[config.mk]
export PLATFORM = sky130hd
export DESIGN_NAME = net_tx_sched_flat
export DESIGN_NICKNAME = d
export VERILOG_FILES = /design/src/rtl/net_tx_sched_if.sv /design/src/rtl/net_tx_sched.sv /design/src/flat_wrapper.sv
export SDC_FILE = /design/constraint.sdc
export NUM_CORES = 1
export LEC_CHECK = 0
export CAP_MARGIN = 20
export CORE_AREA = 2 2 649 651
export DETAILED_ROUTE_END_ITERATION = 16
export DIE_AREA = 0 0 651 653
export GPL_ROUTABILITY_DRIVEN = 0
export GPL_TIMING_DRIVEN = 0
export HOLD_SLACK_MARGIN = 0.03
export SLEW_MARGIN = 10
export SYNTH_ARGS = -nofsm -noshare
export SYNTH_HDL_FRONTEND = slang
export SYNTH_SLANG_ARGS = --single-unit
[constraint.sdc]
create_clock -name clk -period 2.19 [get_ports clk]
set_input_delay 0.438 -clock clk [delete_from_list [all_inputs] [get_ports clk]]
set_output_delay 0.438 -clock clk [all_outputs]
set_load 0.005 [all_outputs]
[src/rtl/net_tx_sched_if.sv]
// Network TX AXI-stream bundle carried out of net_tx_sched.
//
// Handshake: a beat transfers on a rising clk edge where tvalid and tready
// are both high. A master holding tvalid high keeps tdata/tkeep/tlast/tuser
// stable until that transfer happens. tready may change freely.
//
// Signals: tdata (beat payload), tkeep (byte enables, LSB-first),
//          tlast (final beat of frame), tuser (granted requester index),
//          tvalid (master has a beat), tready (slave can take a beat).
interface net_tx_sched_if #(
  parameter int DATA_WIDTH = 512,
  parameter int KEEP_WIDTH = DATA_WIDTH / 8,
  parameter int USER_WIDTH = 8
);
  logic [DATA_WIDTH-1:0] tdata;
  logic [KEEP_WIDTH-1:0] tkeep;
  logic                  tlast;
  logic [USER_WIDTH-1:0] tuser;
  logic                  tvalid;
  logic                  tready;

  modport master (output tdata, tkeep, tlast, tuser, tvalid, input tready);
  modport slave  (input tdata, tkeep, tlast, tuser, tvalid, output tready);
endinterface

[src/rtl/net_tx_sched.sv]
// Frame-level round-robin scheduler sharing one network TX stream between
// NUM_REQ requesters. Each requester posts a descriptor (req_start pulse +
// byte length), then streams beats on its s_t* lane. One frame is granted
// at a time; its beats pass straight through to m_net_axis with tkeep/tlast
// generated from the descriptor length.
//
// Ports:
//   clk, rst_n      clock, asynchronous active-low reset
//   req_start/len   per-requester descriptor pulse and byte length
//   s_tdata/tvalid  per-requester beat lanes, s_tready back-pressure
//   m_net_axis      network TX stream (master side of net_tx_sched_if)
//   req_pending     descriptor latched, frame not yet completed
//   req_done        1-cycle pulse after a frame completes
//   req_drop        1-cycle pulse after a start hit an already-pending requester
//   dbg_state       current FSM state (0 = IDLE, 1 = XFER)
module net_tx_sched #(
  parameter int NUM_REQ    = 2,
  parameter int DATA_WIDTH = 512,
  parameter int KEEP_WIDTH = DATA_WIDTH / 8,
  parameter int LEN_WIDTH  = 20,
  parameter int USER_WIDTH = 8
) (
  input  logic                          clk,
  input  logic                          rst_n,
  input  logic [NUM_REQ-1:0]            req_start,
  input  logic [NUM_REQ*LEN_WIDTH-1:0]  req_len,
  input  logic [NUM_REQ*DATA_WIDTH-1:0] s_tdata,
  input  logic [NUM_REQ-1:0]            s_tvalid,
  output logic [NUM_REQ-1:0]            s_tready,
  net_tx_sched_if.master                m_net_axis,
  output logic [NUM_REQ-1:0]            req_pending,
  output logic [NUM_REQ-1:0]            req_done,
  output logic [NUM_REQ-1:0]            req_drop,
  output logic                          dbg_state
);
  localparam int IDX_W = (NUM_REQ > 1) ? $clog2(NUM_REQ) : 1;
  localparam logic [LEN_WIDTH-1:0] KEEP_LEN = LEN_WIDTH'(KEEP_WIDTH);

  typedef enum logic {IDLE = 1'b0, XFER = 1'b1} state_t;

  state_t               state_q, state_d;
  logic [IDX_W-1:0]     grant_q, grant_d;
  logic [IDX_W-1:0]     last_grant_q, last_grant_d;
  logic [LEN_WIDTH-1:0] rem_q, rem_d;
  logic [NUM_REQ-1:0]   pending_q, pending_d;
  logic [NUM_REQ-1:0]   done_q, done_d;
  logic [NUM_REQ-1:0]   drop_q, drop_d;
  logic [LEN_WIDTH-1:0] len_q [NUM_REQ];
  logic [LEN_WIDTH-1:0] len_d [NUM_REQ];

  logic                  sel_found;
  logic [IDX_W-1:0]      sel_idx;
  logic                  beat_phase;
  logic                  tlast_c;
  logic [KEEP_WIDTH-1:0] tkeep_c;
  logic                  beat_acc;

  // A frame in XFER with rem_q == 0 can only be a zero-length frame: a
  // non-empty frame leaves XFER on the same edge its rem reaches zero.
  assign beat_phase = (state_q == XFER) && (rem_q != '0);
  assign tlast_c    = beat_phase && (rem_q <= KEEP_LEN);
  assign beat_acc   = m_net_axis.tvalid && m_net_axis.tready;

  always_comb begin
    tkeep_c = '0;
    for (int b = 0; b < KEEP_WIDTH; b++) begin
      tkeep_c[b] = beat_phase && (LEN_WIDTH'(b) < rem_q);
    end
  end

  // Pass-through of the granted lane; everything reads zero outside XFER.
  always_comb begin
    s_tready          = '0;
    m_net_axis.tvalid = beat_phase && s_tvalid[grant_q];
    m_net_axis.tdata  = '0;
    m_net_axis.tkeep  = tkeep_c;
    m_net_axis.tlast  = tlast_c;
    m_net_axis.tuser  = '0;
    if (state_q == XFER) begin
      m_net_axis.tdata = s_tdata[int'(grant_q)*DATA_WIDTH +: DATA_WIDTH];
      m_net_axis.tuser = USER_WIDTH'(grant_q);
    end
    if (beat_phase) begin
      s_tready[grant_q] = m_net_axis.tready;
    end
  end

  always_comb begin
    state_d      = state_q;
    grant_d      = grant_q;
    last_grant_d = last_grant_q;
    rem_d        = rem_q;
    pending_d    = pending_q;
    done_d       = '0;
    drop_d       = '0;
    len_d        = len_q;
    sel_found    = 1'b0;
    sel_idx      = '0;

    // Round-robin search starting just after the last completed grant.
    for (int k = 1; k <= NUM_REQ; k++) begin
      if (!sel_found && pending_q[(int'(last_grant_q) + k) % NUM_REQ]) begin
        sel_found = 1'b1;
        sel_idx   = IDX_W'((int'(last_grant_q) + k) % NUM_REQ);
      end
    end

    // Descriptor capture; a start for a pending requester never touches len.
    for (int i = 0; i < NUM_REQ; i++) begin
      if (req_start[i]) begin
        if (pending_q[i]) begin
          drop_d[i] = 1'b1;
        end else begin
          pending_d[i] = 1'b1;
          len_d[i]     = req_len[i*LEN_WIDTH +: LEN_WIDTH];
        end
      end
    end

    case (state_q)
      IDLE: begin
        if (sel_found) begin
          grant_d = sel_idx;
          rem_d   = len_q[sel_idx];
          state_d = XFER;
          // Zero-length frames complete at grant time so the done pulse
          // lands in the XFER cycle; XFER then just returns to IDLE.
          if (len_q[sel_idx] == '0) begin
            pending_d[sel_idx] = 1'b0;
            done_d[sel_idx]    = 1'b1;
            last_grant_d       = sel_idx;
          end
        end
      end
      XFER: begin
        if (!beat_phase) begin
          state_d = IDLE;
        end else if (beat_acc) begin
          rem_d = (rem_q > KEEP_LEN) ? (rem_q - KEEP_LEN) : '0;
          if (tlast_c) begin
            pending_d[grant_q] = 1'b0;
            done_d[grant_q]    = 1'b1;
            last_grant_d       = grant_q;
            state_d            = IDLE;
          end
        end
      end
      default: state_d = IDLE;
    endcase
  end

  always_ff @(posedge clk or negedge rst_n) begin
    if (!rst_n) begin
      state_q      <= IDLE;
      grant_q      <= '0;
      last_grant_q <= IDX_W'(NUM_REQ - 1);
      rem_q        <= '0;
      pending_q    <= '0;
      done_q       <= '0;
      drop_q       <= '0;
      for (int i = 0; i < NUM_REQ; i++) len_q[i] <= '0;
    end else begin
      state_q      <= state_d;
      grant_q      <= grant_d;
      last_grant_q <= last_grant_d;
      rem_q        <= rem_d;
      pending_q    <= pending_d;
      done_q       <= done_d;
      drop_q       <= drop_d;
      for (int i = 0; i < NUM_REQ; i++) len_q[i] <= len_d[i];
    end
  end

  assign req_pending = pending_q;
  assign req_done    = done_q;
  assign req_drop    = drop_q;
  assign dbg_state   = state_q;
endmodule

[src/flat_wrapper.sv]
// flat-port wrapper written by rule: the top's interface ports become plain ports
module net_tx_sched_flat 
#(
  parameter int NUM_REQ    = 2,
  parameter int DATA_WIDTH = 512,
  parameter int KEEP_WIDTH = DATA_WIDTH / 8,
  parameter int LEN_WIDTH  = 20,
  parameter int USER_WIDTH = 8
)
  (clk, rst_n, req_start, req_len, s_tdata, s_tvalid, s_tready, req_pending, req_done, req_drop, dbg_state, m_net_axis_tdata, m_net_axis_tkeep, m_net_axis_tlast, m_net_axis_tuser, m_net_axis_tvalid, m_net_axis_tready);
  net_tx_sched_if #(.DATA_WIDTH(DATA_WIDTH), .KEEP_WIDTH(KEEP_WIDTH), .USER_WIDTH(USER_WIDTH)) m_net_axis_i ();
  input  logic clk;
  input  logic rst_n;
  input  logic [NUM_REQ-1:0] req_start;
  input  logic [NUM_REQ*LEN_WIDTH-1:0] req_len;
  input  logic [NUM_REQ*DATA_WIDTH-1:0] s_tdata;
  input  logic [NUM_REQ-1:0] s_tvalid;
  output logic [NUM_REQ-1:0] s_tready;
  output logic [NUM_REQ-1:0] req_pending;
  output logic [NUM_REQ-1:0] req_done;
  output logic [NUM_REQ-1:0] req_drop;
  output logic dbg_state;
  output wire logic [$bits(m_net_axis_i.tdata)-1:0] m_net_axis_tdata;
  output wire logic [$bits(m_net_axis_i.tkeep)-1:0] m_net_axis_tkeep;
  output wire logic [$bits(m_net_axis_i.tlast)-1:0] m_net_axis_tlast;
  output wire logic [$bits(m_net_axis_i.tuser)-1:0] m_net_axis_tuser;
  output wire logic [$bits(m_net_axis_i.tvalid)-1:0] m_net_axis_tvalid;
  input wire logic [$bits(m_net_axis_i.tready)-1:0] m_net_axis_tready;
  assign m_net_axis_tdata = m_net_axis_i.tdata;
  assign m_net_axis_tkeep = m_net_axis_i.tkeep;
  assign m_net_axis_tlast = m_net_axis_i.tlast;
  assign m_net_axis_tuser = m_net_axis_i.tuser;
  assign m_net_axis_tvalid = m_net_axis_i.tvalid;
  assign m_net_axis_i.tready = m_net_axis_tready;
  net_tx_sched #(.NUM_REQ(NUM_REQ), .DATA_WIDTH(DATA_WIDTH), .KEEP_WIDTH(KEEP_WIDTH), .LEN_WIDTH(LEN_WIDTH), .USER_WIDTH(USER_WIDTH)) u_core (.clk(clk), .rst_n(rst_n), .req_start(req_start), .req_len(req_len), .s_tdata(s_tdata), .s_tvalid(s_tvalid), .s_tready(s_tready), .m_net_axis(m_net_axis_i), .req_pending(req_pending), .req_done(req_done), .req_drop(req_drop), .dbg_state(dbg_state));
endmodule
==> flow_metrics.tcl, run 1 <==
set metrics [dict create \
    syn_inst 1591 \
    placed_cells 8814 \
    die_h_um 653 \
    clk_latency_ns 0.34 \
    layout_common_cells "clkdlybuf4s50_1 (1,178), nor2_1 (482), mux2i_1 (265), buf_4 (225), mux2i_4 (200)" \
    top_layer_used "met5" \
    fin_skew_ns 0.00707 \
    crit_path_max_fanout 5 \
    synthFlopType "dfrtp_1" \
    setup_slack_ns -0.862 \
    synth.distinct_cells 57 \
    clock.fmax_mhz 328 \
    violations "negative setup slack" \
    grt-ovfl-total 0 \
    io_pins 1666 \
    cp-start-kind "flop" \
    crit_path_frequent_cell "buf_6" \
    drc 0 \
    cp.required_ns 1.75 \
    htree_num_levels 3 \
    wl_met1_um 123000 \
    drtIter0Drc 2937 \
    cts.sinks 69 \
    pwr_density_cell_nw_per_um2 419 \
    postSynthAreaPerCell_um2 7.29 \
    die_w_um 651 \
    slew_headroom_pct 24.4 \
    holdCritPathClass "primary input to async pin" \
    syn-cell-area_um2 11600 \
    core_area_um2 418000 \
    async_flop_share_pct 100 \
    vias_per_cell 2.76 \
    dp_hpwl_um 364000 \
    final_common_cell "clkdlybuf4s50_1" \
    start_util_pct 2.77 \
    num_vias 25697 \
    drive_above_1_share_pct 36.2 \
    maxCapViolCount 0 \
    cts_buffer_depth 2 \
    stdcell_count 9301 \
    worst_hold_slack_ns 0.473 \
    cts_root_buffer "clkbuf_16" \
    seq_area_frac_synth_pct 14.9 \
    worstSetupPathType "flop to output pin" \
    dr_wl_met2_um 177000 \
    drt-total-wl_um 393000 \
    final_antenna_net_count 0 \
    dr.pass1.iters 8 \
    finalCritPeriodShare_pct 139 \
    cts_tree "done" \
    antenna_found_initial 568 \
    dieArea_um2 425000 \
    final_nets 4645 \
    critPathMaxStageDelay_ns 0.46 \
    synth-edff-count 0 \
    ir_drop_mv 0.525 \
    rsz0062_at_grt "true" \
    ys_warn_count 0 \
    setup_viol 607 \
    routedWlPerCell_um 42.3 \
    status "finished, violations left" \
    worst_path_max_delay_cell "dfrtp_1" \
    path_clk_slew_ns 0.06 \
    slew_violations 0 \
    worstSetupEndpointType "output pin" \
    grt_pass1_vias 21011 \
    tightest_slew_ns 1.11 \
    p_leak_nw 15.1 \
    cts_buffers 9 \
    track_usage_pct 17.4 \
    nFillCells 48317 \
    port_buffers 1658 \
    grt_start_max_net_pins 62 \
    ys_seq_elements 69 \
    wl_met3_um 71100 \
    grt_pass1_wl_um 430000 \
    fin_crit_ns 3.05 \
    arrival_ns 2.61 \
    worstPathCellList "nor4_4, nand4_1, buf_6, nor3_4, buf_6, nand2b_4, buf_8, buf_6, o21ai_4, buf_6" \
    rows 238 \
    area_growth_pct 277 \
    finalHoldViolations 0 \
]
-- state kept, by name, summed over array words and instances (netlist names) --
name and cells:
u_core.last_grant_q 1, u_core.len_q 40, u_core.req_pending 2, u_core.req_drop 2, u_core.grant_q 1, u_core.req_done 2, u_core.rem_q 20, u_core.dbg_state 1
-- metrics by stage --
step	setup TNS (ns)	instance area (um^2)	setup WS, ns	utilization (%)	power (mW)
3_3_place_gp	-2298.67	35100	-6.04	8.40	13.0
2_1_floorplan	-0.125	11600	-0.0156	-	4.47
6_report	-327.84	43700	-0.862	10.4	18.3
3_5_place_dp	-1039.70	35800	-3.35	8.55	13.2
5_1_grt	-358.99	43400	-0.917	10.4	18.9
4_1_cts	-383.12	40300	-0.874	9.64	17.1
-- final timing paths --
| path | depth (start not counted) | end | from | slack, ns |
|---|---|---|---|---|
| max | 10 | m_net_axis_tkeep[9] | u_core.rem_q[17]$_DFFE_PN0P_ | -0.86 |
| min | 2 | u_core.len_q[39]$_DFFE_PN0P_ | rst_n | 0.47 |
| max reg2reg | 7 | u_core.rem_q[10]$_DFFE_PN0P_ | u_core.grant_q$_DFFE_PN0P_ | -0.85 |
| min reg2reg | 1 | u_core.rem_q[7]$_DFFE_PN0P_ | u_core.rem_q[7]$_DFFE_PN0P_ | 0.54 |
| max in group asynchronous | 3 | u_core.last_grant_q$_DFFE_PN1P_ | rst_n | 1.14 |
| min in group clk | 1 | u_core.rem_q[7]$_DFFE_PN0P_ | u_core.rem_q[7]$_DFFE_PN0P_ | 0.54 |
-- synthesized netlist by cell type, types with 2 or more instances --
cell type / number / area, um^2
o21a_1: 3 / 22.5
o21ai_0: 12 / 60.1
nand2b_1: 2 / 12.5
a21boi_0: 2 / 15.0
a22o_1: 7 / 61.3
a221o_1: 2 / 20.0
dfrtp_1: 68 / 1700
o21ai_1: 2 / 10.0
o31ai_1: 2 / 15.0
o2bb2ai_1: 4 / 35.0
a21oi_1: 56 / 280
or4_1: 3 / 22.5
o22ai_1: 17 / 106
nor2_1: 571 / 2140
nor3_1: 8 / 40.0
a31oi_1: 5 / 31.3
a22oi_1: 4 / 30.0
nand2_1: 31 / 116
and2_1: 3 / 18.8
nor4_1: 15 / 93.8
nor4_2: 2 / 25.0
mux2i_1: 521 / 5220
nand3_1: 3 / 15.0
buf_4: 8 / 60.1
inv_1: 14 / 52.6
nor3_2: 2 / 20.0
clkbuf_1: 78 / 293
a211oi_1: 4 / 30.0
nand4_1: 6 / 37.5
and3_1: 2 / 12.5
buf_1: 56 / 210
o32ai_1: 2 / 17.5
nor2b_1: 2 / 12.5
ha_1: 3 / 37.5
mux2_2: 41 / 462
buf_2: 9 / 45.0
-- routing by layer --
metal,up-vias,global-route usage (%)
met5,-,1.22
met4,302,6.94
met3,1250,14.4
met2,2822,27.8
met1,11570,16.1
li1,9753,-
-- critical path, delay by kind of cell (launching register included) --
kind / cells / cell delay, ns
compound gates: 1 / 0.06
simple gates: 4 / 0.95
buf+inv: 5 / 0.77
flops: 1 / 0.46
-- timing repair --
item,CTS,global route
setup endpoints to repair,608,608
pin swaps,46,36
hold buffers,1,0
buffers inserted,114,145
endpoints found under the hold margin,8,0
gates cloned,10,11
resized for setup,2138,996
-- cells by family after synthesis --
group / after synthesis / synth area share, %
AO/OA/AOI/OAI: 131 / 7.10
flip-flops: 69 / 14.9
other: 1 / 0.0323
buffers and inverters: 169 / 6.04
adder cells (fa/ha/maj): 3 / 0.324
multiplexers: 562 / 49.0
AND/OR/NAND/NOR: 656 / 22.6
-- power by group --
group / switching, mW / total (mW) / internal (mW) / leakage, nW
sequential: 0.298 / 1.79 / 1.49 / 0.816
clock: 0.597 / 1.86 / 1.26 / 0.184
combinational: 7.37 / 14.6 / 7.27 / 14.1
-- layout make-up --
class | instances | area [um^2] | share of cell area (%)
Timing Repair Buffer | 1970 | 19500 | 44.6
Antenna cell | 205 | 513 | 1.18
Buffer | 147 | 2080 | 4.76
Inverter | 15 | 82.6 | 0.189
Sequential cell | 69 | 1750 | 4.00
Clock buffer | 10 | 239 | 0.547
Clock inverter | 6 | 134 | 0.307
Multi-Input combinational cell | 1359 | 12500 | 28.6
Tap cell | 5520 | 6910 | 15.8
Power figures use the tool's default switching activity.
==> run 2, diff against run 1 <==
--- a/config.mk
+++ b/config.mk
@@ -12,7 +12,6 @@
 export GPL_ROUTABILITY_DRIVEN = 0
 export GPL_TIMING_DRIVEN = 0
 export HOLD_SLACK_MARGIN = 0.03
-export SLEW_MARGIN = 10
 export SYNTH_ARGS = -nofsm -noshare
 export SYNTH_HDL_FRONTEND = slang
 export SYNTH_SLANG_ARGS = --single-unit
==> flow_metrics.tcl, run 2 (synthesis gave the netlist of run 1 again) <==
set metrics [dict create \
    status "finished, violations left" \
    violations "negative setup slack" \
    worst_path_max_delay_cell "mux2i_4" \
    die_w_um 651 \
    p_leak_nw 15.2 \
    holdCritPathClass "primary input to async pin" \
    setup_viol 607 \
    htree_num_levels 3 \
    port_buffers 1658 \
    crit_family "buffers and inverters" \
    crit_buf_inv 7 \
    r2r-start "u_core.grant_q$_DFFE_PN0P_" \
    tightest_slew_ns 1.06 \
    holdBufCountCts 0 \
    fin_skew_ns 0.00611 \
    reg2regPathDepth 9 \
    cts_buffers 9 \
    drtIter0Drc 3354 \
    grt_start_max_net_pins 70 \
    routedWlPerCell_um 42.2 \
    grt_pass1_vias 21045 \
    cts_buffer_depth 2 \
    crit_path_max_fanout 6 \
    cts.sinks 69 \
    rsz0062_at_grt "true" \
    finalHoldViolations 0 \
    final_common_cell "clkdlybuf4s50_1" \
    dieArea_um2 425000 \
    io_pins 1666 \
    dr.pass1.iters 9 \
    start_util_pct 2.77 \
    finalCritPeriodShare_pct 139 \
    wl_met3_um 70000 \
    rows 238 \
    ir_drop_mv 0.460 \
    vias_per_cell 2.78 \
    cp.required_ns 1.75 \
    cp-start-kind "flop" \
    fin_crit_ns 3.05 \
    final_nets 4681 \
    clk_latency_ns 0.35 \
    largest_reg_flops 40 \
    num_vias 25804 \
    dp_hpwl_um 365000 \
    nFillCells 48207 \
    worst_hold_slack_ns 0.226 \
    reg_top3 "u_core.len_q x40, u_core.rem_q x20" \
    crit_path_frequent_cell "buf_16" \
    drc 0 \
    worstSetupPathType "flop to output pin" \
    core_area_um2 418000 \
    clock.fmax_mhz 328 \
    grt-ovfl-total 0 \
    r2r_end "u_core.rem_q[10]$_DFFE_PN0P_" \
    pwr_density_cell_nw_per_um2 412 \
    grt_pass1_wl_um 432000 \
    worstPathCellList "clkbuf_16, buf_16, buf_16, clkbuf_16, buf_12, buf_16, mux2i_4, nor2_1, buf_4" \
    final_antenna_net_count 0 \
    setup_slack_ns -0.859 \
    die_h_um 653 \
    layout_common_cells "clkdlybuf4s50_1 (1,160), nor2_1 (436), mux2i_1 (265), buf_4 (240), mux2i_4 (216)" \
    path_clk_slew_ns 0.06 \
    drive_above_1_share_pct 39.8 \
    top_layer_used "met5" \
    arrival_ns 2.61 \
    area_growth_pct 282 \
    track_usage_pct 17.5 \
    cts_tree "done" \
    worstSetupEndpointType "output pin" \
    critPathMaxStageDelay_ns 0.54 \
    largest-register "u_core.len_q" \
    slew_violations 0 \
    drt-total-wl_um 393000 \
    wl_met1_um 124000 \
    power_mw 18.2 \
    cts_root_buffer "clkbuf_16" \
    slew_headroom_pct 28.8 \
    antenna_found_initial 570 \
    r2r_setup_slack_ns -0.41 \
    dr_wl_met2_um 179000 \
    maxCapViolCount 0 \
]
## run 2: cell count changes in the layout (fill, tap and decap cells not counted), sizes merged, moves of 14 or more
cell and delta:
diode -42, dlymetal6s2s -14, clkbuf -17, buf +107
dlygate4sd2 -20, clkdlybuf4s50 -18
## run 2: how the worst max path moves through the flow
stage                                             from                    end  slack, ns  cells after the start
after detailed placement    u_core.grant_q$_DFFE_PN0P_  m_net_axis_tdata[420]      -3.44                      8
after floorplan           u_core.rem_q[12]$_DFFE_PN0P_   m_net_axis_tkeep[10]      -0.02                      7
final                       u_core.grant_q$_DFFE_PN0P_  m_net_axis_tdata[407]      -0.86                      9
after global routing        u_core.grant_q$_DFFE_PN0P_  m_net_axis_tdata[407]      -0.91                      9
after global placement      u_core.grant_q$_DFFE_PN0P_  m_net_axis_tdata[396]      -6.04                      7
after CTS                   u_core.grant_q$_DFFE_PN0P_  m_net_axis_tdata[339]      -1.02                      7
## run 2: layer usage
layer	vias to the layer above	GRT usage (%)
met5	-	1.46
met4	308	5.19
met3	1233	13.6
met2	2803	28.7
met1	11691	16.7
li1	9769	-
## run 2: area by class of cell
cell class / count / area, um^2 / area share, %
Clock inverter: 7 / 82.6 / 0.187
Buffer: 137 / 1800 / 4.07
Clock buffer: 9 / 225 / 0.509
Antenna cell: 163 / 408 / 0.922
Tap cell: 5520 / 6910 / 15.6
Multi-Input combinational cell: 1359 / 12800 / 29.0
Sequential cell: 69 / 1740 / 3.94
Inverter: 15 / 90.1 / 0.204
Timing Repair Buffer: 2016 / 20100 / 45.5
## run 2: power breakdown
| part | leakage [nW] | internal (mW) | switching, mW |
|---|---|---|---|
| logic | 14.3 | 7.48 | 7.41 |
| clock network | 0.152 | 0.898 | 0.633 |
| registers | 0.817 | 1.49 | 0.314 |
## run 2: worst register-to-register path: stages, from the launching register on
cell,delay [ns]
dfrtp_1,0.38
clkbuf_16,0.18
buf_16,0.17
buf_4,0.18
mux2i_2,0.34
buf_8,0.22
nor2_1,0.12
o21ai_2,0.21
nand2_1,0.30
a221o_1,0.38
## run 2: what timing repair did
action	in CTS	in global routing
cloned	7	8
resized for setup	2408	1195
hold endpoints to repair	0	0
buffers inserted	133	171
endpoints found under the setup margin	608	608
pin swaps	49	58
## run 2: through the flow
stage	cells	utilization [%]	cell area [um^2]	TNS [ns]	setup WS (ns)
after floorplan	1597	-	11600	-0.125	-0.0156
after global placement	8775	8.40	35100	-2298.67	-6.04
after detailed placement	8824	8.58	35900	-1090.22	-3.44
after CTS	8975	9.73	40700	-413.86	-1.02
after global routing	9219	10.5	44000	-339.13	-0.911
final	9295	10.6	44200	-300.49	-0.859
==> RTL edit: new RTL, flow settings as in run 2 <==
`DATA_WIDTH` is set to 512 in 3 places; all go to 128.
--- a/src/rtl/net_tx_sched_if.sv
+++ b/src/rtl/net_tx_sched_if.sv
@@ -8,7 +8,7 @@
 //          tlast (final beat of frame), tuser (granted requester index),
 //          tvalid (master has a beat), tready (slave can take a beat).
 interface net_tx_sched_if #(
-  parameter int DATA_WIDTH = 512,
+  parameter int DATA_WIDTH = 128,
   parameter int KEEP_WIDTH = DATA_WIDTH / 8,
   parameter int USER_WIDTH = 8
 );
--- a/src/rtl/net_tx_sched.sv
+++ b/src/rtl/net_tx_sched.sv
@@ -15,7 +15,7 @@
 //   dbg_state       current FSM state (0 = IDLE, 1 = XFER)
 module net_tx_sched #(
   parameter int NUM_REQ    = 2,
-  parameter int DATA_WIDTH = 512,
+  parameter int DATA_WIDTH = 128,
   parameter int KEEP_WIDTH = DATA_WIDTH / 8,
   parameter int LEN_WIDTH  = 20,
   parameter int USER_WIDTH = 8
--- a/src/flat_wrapper.sv
+++ b/src/flat_wrapper.sv
@@ -2,7 +2,7 @@
 module net_tx_sched_flat 
 #(
   parameter int NUM_REQ    = 2,
-  parameter int DATA_WIDTH = 512,
+  parameter int DATA_WIDTH = 128,
   parameter int KEEP_WIDTH = DATA_WIDTH / 8,
   parameter int LEN_WIDTH  = 20,
   parameter int USER_WIDTH = 8
Interface: changed (resized m_net_axis_tdata, m_net_axis_tkeep and s_tdata); port bits go from 1666 to 466. No check against the original RTL was run, so the function may have changed too.
==> RTL edit against run 2 <==
- the flow still finishes with violations (setup timing)
- combinational power down 3%
- routed wire length shrank 73%
- total power down 1.3%
- sequential cell count unchanged
- final area is 51% lower
- area after synthesis fell by 49%
- count of clock-buffer cells in the layout rose by 3
- setup slack improved by 0.12 ns
- die area unchanged
- critical path type unchanged
==> RTL edit: results (changes against run 2) <==
run status finished with violations (unchanged); failing checks setup timing (unchanged); # nets final 1567 (was 4681); Syn. warnings 0 (unchanged); leakage 6.378 nW (was 15.22 nW); Cells after DPL 6640 (was 8824); CP peak stage delay 0.40 ns (was 0.54 ns); Top reg by flops u_core.len_q (unchanged); length in cells of the worst reg-to-reg path 6 (was 9); register-to-register setup slack -0.30 ns (was -0.41 ns); tap cells 5520 (unchanged); biggest regs u_core.len_q: 40 flops, u_core.rem_q: 20 flops (unchanged); Inserted Clock Buffers 9 (unchanged); Max VDD drop 618.7 uV (was 459.7 uV); Worst path slowest cell dfrtp_1 (was mux2i_4); multi-input combinational area share 0.2522 (was 0.2904); post-route design area 21640 um^2 (was 44230 um^2); multi-input gates 496 (was 1359); sequential area share after synthesis 0.2950 (was 0.1490); final cell count without fillers 6816 (was 9295); clk slew on worst S/H paths 0.06 ns (about the same); WL/cell 15.39 um (was 42.23 um); Seq. cell area 1740 um^2 (was 1742 um^2); non-clock buffer count 672 (was 2153); reg2reg end u_core.rem_q[15] (was u_core.rem_q[10]); pin count of the biggest net entering global routing 70 (unchanged); mean area per synthesized cell 9.311 um^2 (was 7.287 um^2); Layout non-clock buf frac 0.3288 (was 0.4959); worst setup margin -0.7390 ns (was -0.8590 ns); crit-path max FO 5 (was 6); Synth cell types 50 (was 57); DRT iter0 DRCs 475 (was 3354); DR vias 8130 (was 25800); Area contributors post-synth dfrtp_1 (29%), mux2i_1 (25%), nor2b_1 (14%) (was mux2i_1 (45%), nor2_1 (18%), dfrtp_1 (15%)); # fillers 49130 (was 48210); vias in the first global route 8043 (was 21050); clkbuf count 12 (was 9); GRT Overall Usage 0.04669 (was 0.1746); clk tree area frac 0.01359 (was 0.006959); first-pass GRT wire length 120.3 mm (was 431.7 mm); Ant. Diodes 30 (was 163); Clock Path Buffers 2 (unchanged); synth cell count leaders mux2i_1 (149), nor2b_1 (132), dfrtp_1 (68) (was nor2_1 (571), mux2i_1 (521), clkbuf_1 (78)); Seq cells post-synth 69 (unchanged); dpl cell area 17880 um^2 (was 35890 um^2); initial antenna violation count 44 (was 570); 1st-pass router iterations 5 (was 9); Setup violations, final 146 (was 607); layout cells sized above 1 0.4874 (was 0.3976); PortBufs 458 (was 1658); inverters 13 (was 15); reg2reg start u_core.rem_q[6] (was u_core.grant_q); Synth async-reset ratio 1.000 (unchanged); Top Family by Delay on Critical Path buffers and inverters (unchanged); Slew HR 0.2455 (was 0.2885); Sw Share 0.4692 (was 0.4587); DP HPWL 93.74 mm (was 364.6 mm); Fin Clk Skew 0.007915 ns (was 0.006108 ns); Worst Hold Class input port to asynchronous set/reset pin (unchanged)
==> RTL edit: worst reg2reg max path, cell delays in order, from the launching register on <==
cell and delay [ns]:
dfrtp_2 0.46, buf_6 0.14, or4_4 0.55, or4b_4 0.60
or2_4 0.28, o32ai_2 0.22, a22o_1 0.18
==> RTL edit: power groups by stage <==
stage / registers (mW) / logic, mW / clock network [mW]
floorplan: 1.78 / 2.78 / 0
global placement: 1.93 / 9.61 / 0
finish: 2.01 / 14.5 / 1.46
CTS: 1.90 / 13.8 / 1.47
global route: 2.05 / 15.1 / 1.54
detailed placement: 1.93 / 10.1 / 0
==> RTL edit: cells by family after synthesis <==
| family | Yosys count | synth area share |
|---|---|---|
| AO/OA/AOI/OAI | 77 | 0.09357 |
| adder cells (fa/ha/maj) | 3 | 0.006410 |
| buffers and inverters | 70 | 0.04956 |
| flip-flops | 69 | 0.2950 |
| multiplexers | 189 | 0.3316 |
| other | 1 | 0.0006403 |
| AND/OR/NAND/NOR | 220 | 0.2232 |
==> RTL edit: timing repair <==
action                     4_1_cts  5_1_grt
gates cloned                     3        0
pin swaps                        8       31
setup buffers                   90       65
setup endpoints to repair      178      174
resized for setup             1124      260
==> RTL edit: through the flow <==
| step | setup TNS (ns) | hold slack (ns) | total power [mW] | setup WS (ns) |
|---|---|---|---|---|
| finish | -65.50 | 0.2242 | 17.98 | -0.7390 |
| global route | -73.47 | 0.2919 | 18.66 | -0.7883 |
| CTS | -90.19 | 0.2566 | 17.16 | -0.8944 |
| detailed placement | -216.88 | 0.5103 | 12.07 | -2.440 |
| global placement | -609.98 | 0.5080 | 11.54 | -5.713 |
| floorplan | 0 | 0.1424 | 4.552 | 0.01090 |
==> RTL edit: metal layers <==
layer  share of wire  track usage  routed length [um]
met1            0.31      0.04255               32950
met4           0.071      0.02411                7494
met5          0.0012            0                 122
met3           0.094      0.01811                9859
met2            0.52      0.08889               54460
==> RTL edit: worst max-delay path by stage <==
stage / to / cells after the start / startpoint / slack (ns)
after floorplan: m_net_axis_tdata[100] / 5 / u_core.grant_q / 0.01
after global placement: m_net_axis_tdata[115] / 6 / u_core.grant_q / -5.71
after detailed placement: m_net_axis_tdata[79] / 8 / u_core.grant_q / -2.44
after CTS: m_net_axis_tdata[115] / 8 / u_core.grant_q / -0.89
after global routing: m_net_axis_tdata[115] / 8 / u_core.grant_q / -0.79
final: m_net_axis_tdata[96] / 12 / u_core.grant_q / -0.74
